**config.mk**
```make
export PLATFORM = sky130hd
export DESIGN_NAME = ingress_parser
export DESIGN_NICKNAME = d
export VERILOG_FILES = /design/src/rtl/pf_pkg.sv /design/src/rtl/ingress_parser.sv
export SDC_FILE = /design/constraint.sdc
export NUM_CORES = 1
export LEC_CHECK = 0
export BUFFER_PORTS_ARGS = -buffer_cell sky130_fd_sc_hd__clkbuf_2
export CAP_MARGIN = 20
export CELL_PAD_IN_SITES_DETAIL_PLACEMENT = 1
export CELL_PAD_IN_SITES_GLOBAL_PLACEMENT = 1
export CORE_MARGIN = 2
export CORE_UTILIZATION = 32
export CTS_CLUSTER_SIZE = 25
export DETAILED_ROUTE_END_ITERATION = 8
export GPL_TIMING_DRIVEN = 0
export MAX_ROUTING_LAYER = met4
export PLACE_DENSITY_LB_ADDON = 0.2
export SLEW_MARGIN = 10
export SYNTH_ARGS = -nofsm -noshare
export SYNTH_HDL_FRONTEND = slang
export SYNTH_SLANG_ARGS = --single-unit
```
**constraint.sdc**
```tcl
create_clock -name clk -period 1.5 [get_ports clk]
set_input_delay 0.075 -clock clk [delete_from_list [all_inputs] [get_ports clk]]
set_output_delay 0.075 -clock clk [all_outputs]
set_load 0.1 [all_outputs]
```
**src/rtl/pf_pkg.sv**
```systemverilog
// Types and constants shared by the ingress framing path and dest_calculator.
package pf_pkg;

  localparam int HDR_HWORDS = 3;
  localparam logic [1:0] LAST_HWORD = 2'(HDR_HWORDS - 1);

  typedef enum logic [2:0] {
    ST_IDLE,
    ST_HDR,
    ST_BODY,
    ST_PAD,
    ST_GAP,
    ST_DROP
  } parser_state_e;

  typedef union packed {
    logic [15:0] hw;
    struct packed {
      logic [7:0] hi;
      logic [7:0] lo;
    } bytes;
  } mac_t;

endpackage

```
**src/rtl/ingress_parser.sv**
```systemverilog
// Ingress framing stage: forwards a 16-bit packet stream through one register
// stage and emits exactly three destination-MAC strobes per frame.
module ingress_parser
  import pf_pkg::*;
(
  input  logic        clk,
  input  logic        reset,
  input  logic [15:0] in_data,
  input  logic        in_valid,
  input  logic        in_sop,
  input  logic        in_eop,
  output logic        in_ready,
  output logic [15:0] out_data,
  output logic        out_valid,
  output logic        out_sop,
  output logic        out_eop,
  output logic        out_err,
  input  logic        out_ready,
  output logic        dst_mac_valid,
  output logic [15:0] mac_data,
  output logic        frame_err
);

  parser_state_e state, state_nxt;
  logic [1:0]    hdr_cnt, hdr_cnt_nxt;
  logic          abort_q, abort_nxt;
  logic          accept;
  logic          fwd, fwd_abort, strobe, strobe_pad, err_pulse;
  mac_t          mac_q;

  assign in_ready = (!out_valid || out_ready) &&
                    (state inside {ST_IDLE, ST_HDR, ST_BODY, ST_DROP});
  assign accept   = in_valid && in_ready;
  assign mac_data = mac_q.hw;

  // NOTE: sequential state uses non-blocking assignments so every register
  // samples the pre-edge values of the others.
  always_ff @(posedge clk) begin
    if (reset) begin
      state   <= ST_IDLE;
      hdr_cnt <= 2'd0;
      abort_q <= 1'b0;
    end else begin
      state   <= state_nxt;
      hdr_cnt <= hdr_cnt_nxt;
      abort_q <= abort_nxt;
    end
  end

  // hdr_cnt holds the number of strobes already issued for the current frame.
  always_comb begin
    // NOTE: every combinational output gets a default first, so no path can
    // leave it unassigned and infer a latch.
    state_nxt   = state;
    hdr_cnt_nxt = hdr_cnt;
    abort_nxt   = abort_q;
    unique case (state)
      ST_IDLE: if (accept) begin
        if (in_sop) begin
          hdr_cnt_nxt = 2'd1;
          abort_nxt   = 1'b0;
          state_nxt   = in_eop ? ST_PAD : ST_HDR;
        end else if (!in_eop) begin
          state_nxt = ST_DROP;
        end
      end
      ST_HDR: if (accept) begin
        if (in_sop) begin
          // The interrupting frame is discarded up to its own eop.
          abort_nxt = !in_eop;
          state_nxt = ST_PAD;
        end else begin
          hdr_cnt_nxt = hdr_cnt + 2'd1;
          if (hdr_cnt == LAST_HWORD) state_nxt = in_eop ? ST_GAP : ST_BODY;
          else if (in_eop)           state_nxt = ST_PAD;
        end
      end
      ST_BODY: if (accept) begin
        if (in_sop)      state_nxt = in_eop ? ST_IDLE : ST_DROP;
        else if (in_eop) state_nxt = ST_IDLE;
      end
      ST_PAD: begin
        hdr_cnt_nxt = hdr_cnt + 2'd1;
        if (hdr_cnt == LAST_HWORD) state_nxt = ST_GAP;
      end
      ST_GAP: begin
        abort_nxt = 1'b0;
        state_nxt = abort_q ? ST_DROP : ST_IDLE;
      end
      ST_DROP: if (accept && in_eop) state_nxt = ST_IDLE;
      default: state_nxt = ST_IDLE;
    endcase
  end

  always_comb begin
    fwd        = 1'b0;
    fwd_abort  = 1'b0;
    strobe     = 1'b0;
    strobe_pad = 1'b0;
    err_pulse  = 1'b0;
    unique case (state)
      ST_IDLE: if (accept) begin
        fwd       = in_sop;
        strobe    = in_sop;
        err_pulse = !in_sop || in_eop;
      end
      ST_HDR: if (accept) begin
        fwd       = 1'b1;
        fwd_abort = in_sop;
        strobe    = !in_sop;
        err_pulse = in_sop || (in_eop && hdr_cnt != LAST_HWORD);
      end
      ST_BODY: if (accept) begin
        fwd       = 1'b1;
        fwd_abort = in_sop;
        err_pulse = in_sop;
      end
      ST_PAD: begin
        strobe     = 1'b1;
        strobe_pad = 1'b1;
      end
      default: ;
    endcase
  end

  // Output register stage; the strobe path ignores output backpressure.
  always_ff @(posedge clk) begin
    if (reset) begin
      out_valid     <= 1'b0;
      out_data      <= 16'd0;
      out_sop       <= 1'b0;
      out_eop       <= 1'b0;
      out_err       <= 1'b0;
      dst_mac_valid <= 1'b0;
      mac_q         <= '0;
      frame_err     <= 1'b0;
    end else begin
      if (fwd) begin
        out_valid <= 1'b1;
        out_data  <= fwd_abort ? 16'd0 : in_data;
        out_sop   <= fwd_abort ? 1'b0  : in_sop;
        out_eop   <= fwd_abort ? 1'b1  : in_eop;
        out_err   <= fwd_abort;
      end else if (out_ready) begin
        out_valid <= 1'b0;
      end
      dst_mac_valid <= strobe;
      mac_q.hw      <= (strobe && !strobe_pad) ? in_data : 16'd0;
      frame_err     <= err_pulse;
    end
  end

endmodule

```
==> metrics.cfg <==
[floorplan]
top_level_ports = 61
design.die.area_mm2 = 0.00637
die_y_um = 79.8
placeableCoreArea_mm2 = 0.00554
fp-row-count = 27
die_w_um = 79.8
initial_utilization = 0.332

[layout]
fin_cells = 370
insertedDiodeCount = 0
nets = 320
postLayoutCellArea_mm2 = 0.00269
syn_to_final_growth_pct = 46.4
drive_above_1_share = 0.366
utilization = 0.486

[drt]
wl_per_cell_um = 14.7
routed_wirelength_mm = 5.43
routed_antenna_nets = 0
vias = 1850
detail_route.first_pass.iterations = 4
dr.first_iter.drc_count = 66
drt-vias-per-instance = 5.00
remaining_drc_errors = 0

[sta]
hold_violations = 0
period_needed_ps = 1510
setup_viol_count_final = 1
max-slew-margin-rel = 0.626
fmax_mhz = 662
fin_crit_sh = 1.01
unrepaired_setup_endpoints_after_global_routing = yes
fin_ws_ps = -9.53
tightestPinTransition_ps = 564
worst_clock_skew_on_the_final_layout_ps = 8.45
setup-tns-final_ps = -9.53
slew_violations = 0

[worst_setup_path]
worst_r2r_endpoint = state[0]
criticalPathCategory = flip-flop to flip-flop
timing.critical_path.slowest_stage_cell = or4b_4
reg2reg_setup_slack_ps = -10
worstPathBufferInverterCount = 1
crit_path_cell_trace = buf_6 > or4b_4 > o32ai_2 > o21a_2 > mux2i_1
cp-end-kind = flip-flop
timing.critical_path.from = state[0]
crit_family = simple AND/OR/NAND/NOR gates
max_stage_delay_ps = 460
critPathRequiredTime_ps = 1720
timing.critical_path.fanout_max = 8
startpoint_of_the_lowest_slack_register_to_register_path = state[0]
worstPathArrival_ps = 1730
worst-r2r-cell-count = 5
critical_path.startpoint_type = flip-flop

[placement]
port-buffer-count = 58
place_inst = 339
dpl-instance-area_mm2 = 0.00223
place_congestion = 0.874
dp.final_hpwl_mm = 3.78

[logic_synthesis]
synth_area_per_cell_um2 = 8.80
ys_seq_elements = 44
yosys_warnings = 0
yosysSeqAreaShare = 0.479
post_syn_area_mm2 = 0.00184
synth-main-ff-cell = dfxtp_1
netlist_instances = 209
synth_cell_types = 44
synth_edf_count = 0
asyncSetResetFlopFracSynth = 0
synth.net_count = 232

[power_and_ir_drop]
p_per_area_mw_per_mm2 = 1580
max-vdd-ir-drop_mv = 0.794
power.leakage_nw = 1.15
finalPower_mw = 4.26

[global_routing]
grt_overflow_total = 0
grtUsageTotal = 0.185
number_of_antenna_violations_at_the_first_check_in_global_routing = 0
grt_pass1_vias = 1907
grt_first_pass_wirelength_mm = 8.98
maximum_number_of_pins_on_one_net_before_global_route_repair = 16

[run]
cap_violations = 0

[cts]
cts_made_buffers = 5
clk-insertion-delay-late_ps = 300
cts_tree = done
cts_sinks = 44
cts-htree-levels = 2
cts-root-buf = clkbuf_8
clk_pin_slew_worst_paths_ps = 90
clock_tree.buffer_depth = 2

[worst_hold_path]
worst_hold_startpoint = out_ready
holdPathEnd = out_valid
hold_class = input port to flip-flop
hold_depth = 4

[run_status]
status = finished with violations
violations = negative setup slack

## report_power, final
part | internal, mW | switching (mW) | total, mW
sequential | 1.30 | 0.0706 | 1.37
clock | 0.502 | 0.440 | 0.942
combinational | 0.562 | 1.38 | 1.95
## how the worst max path moves through the flow
stage	slack, ps	endpoint	depth (start not counted)
2_1_floorplan	30	mac_data[0]	6
3_3_place_gp	-270	mac_data[15]	5
3_5_place_dp	-250	mac_data[5]	5
4_1_cts	-30	state[0]	5
5_1_grt	-60	state[0]	5
6_report	-10	state[0]	5
## layer usage
layer  part of all wire  global-route usage  vias up
met5                  0                   -        -
met4              0.018              0.0712        0
met3              0.037              0.0385       10
met2               0.51               0.316       42
met1               0.43               0.214      893
li1                   -                   -      905
## cells by family (layout without fill, tap and decap cells)
| group | after synthesis | after routing | share of synthesized area |
|---|---|---|---|
| AOI/OAI and AO/OA | 62 | 62 | 0.193 |
| xor gates and xnor gates | 2 | 2 | 0.00953 |
| adders and majority gates | 1 | 1 | 0.00680 |
| buffers and inverters | 25 | 114 | 0.0619 |
| DFF | 44 | 44 | 0.479 |
| muxes | 3 | 3 | 0.0163 |
| and+or+nand+nor | 72 | 72 | 0.234 |
## worst min-delay path, cell delays in order
cell and delay, ps:
clkbuf_2 90, nand2b_1 100, buf_4 150, a21oi_1 70
## final cells by class
cell class                 instances  area, um^2
buffer                            16         115
clock buffer                       5        68.8
clock inverter                     3        46.3
fill                             679        2850
inverter                           8        30.0
multi-input combinational        140         918
sequential                        44         890
tap                               72        90.1
timing repair buffer              82         534
## synth_stat cells (2+ instances only)
cell type	instances	area [um^2]
nor4_1	2	12.5
and2_1	17	106
nor2b_1	2	12.5
mux2i_1	3	30.0
nor2_1	6	22.5
nor3_1	2	10.0
clkbuf_1	7	26.3
o21ai_0	21	105
nand2b_1	2	12.5
a31oi_1	3	18.8
inv_1	8	30.0
xnor2_1	2	17.5
buf_2	6	30.0
nand3_1	18	90.1
dfxtp_1	44	881
nand2_1	9	33.8
a31o_2	2	17.5
a21boi_0	2	15.0
nand3b_1	2	15.0
or2_2	2	12.5
a21oi_1	26	130
## what timing repair did
action	in CTS	in global routing
pin swaps	3	7
buffers inserted	4	3
endpoints found under the hold margin	16	0
endpoints found under the setup margin	36	30
resized for setup	22	18
gates cloned	0	1
hold buffers	16	0
## state kept, by name (all words and copies together), names as in the netlist, 2 cells and up
signal,flops
mac_data,16
out_data,16
state,3
hdr_cnt,2
## cell usage in the layout, fill, tap and decap left out, types with 3 or more instances in the layout
cell           Yosys  routed
inv_1              8       8
nand2_1            9       9
buf_4              1       8
clkbuf_8           0       5
mux2i_1            3       3
clkbuf_2           1      57
and2_1            17      17
buf_2              6       5
nand3_1           18      17
clkbuf_1           7       4
nor2_1             6       6
dlygate4sd3_1      0      16
dfxtp_1           44      41
a31oi_1            3       3
a21oi_1           26      23
buf_6              1       7
o21ai_0           21      20
## through the flow
step	setup WS [ps]	hold slack [ps]
3_5_place_dp	-253	299
5_1_grt	-65.0	255
4_1_cts	-33.1	212
6_report	-9.53	218
3_3_place_gp	-270	297
2_1_floorplan	25.2	197
No activity file was read; power rests on OpenSTA's default activity.
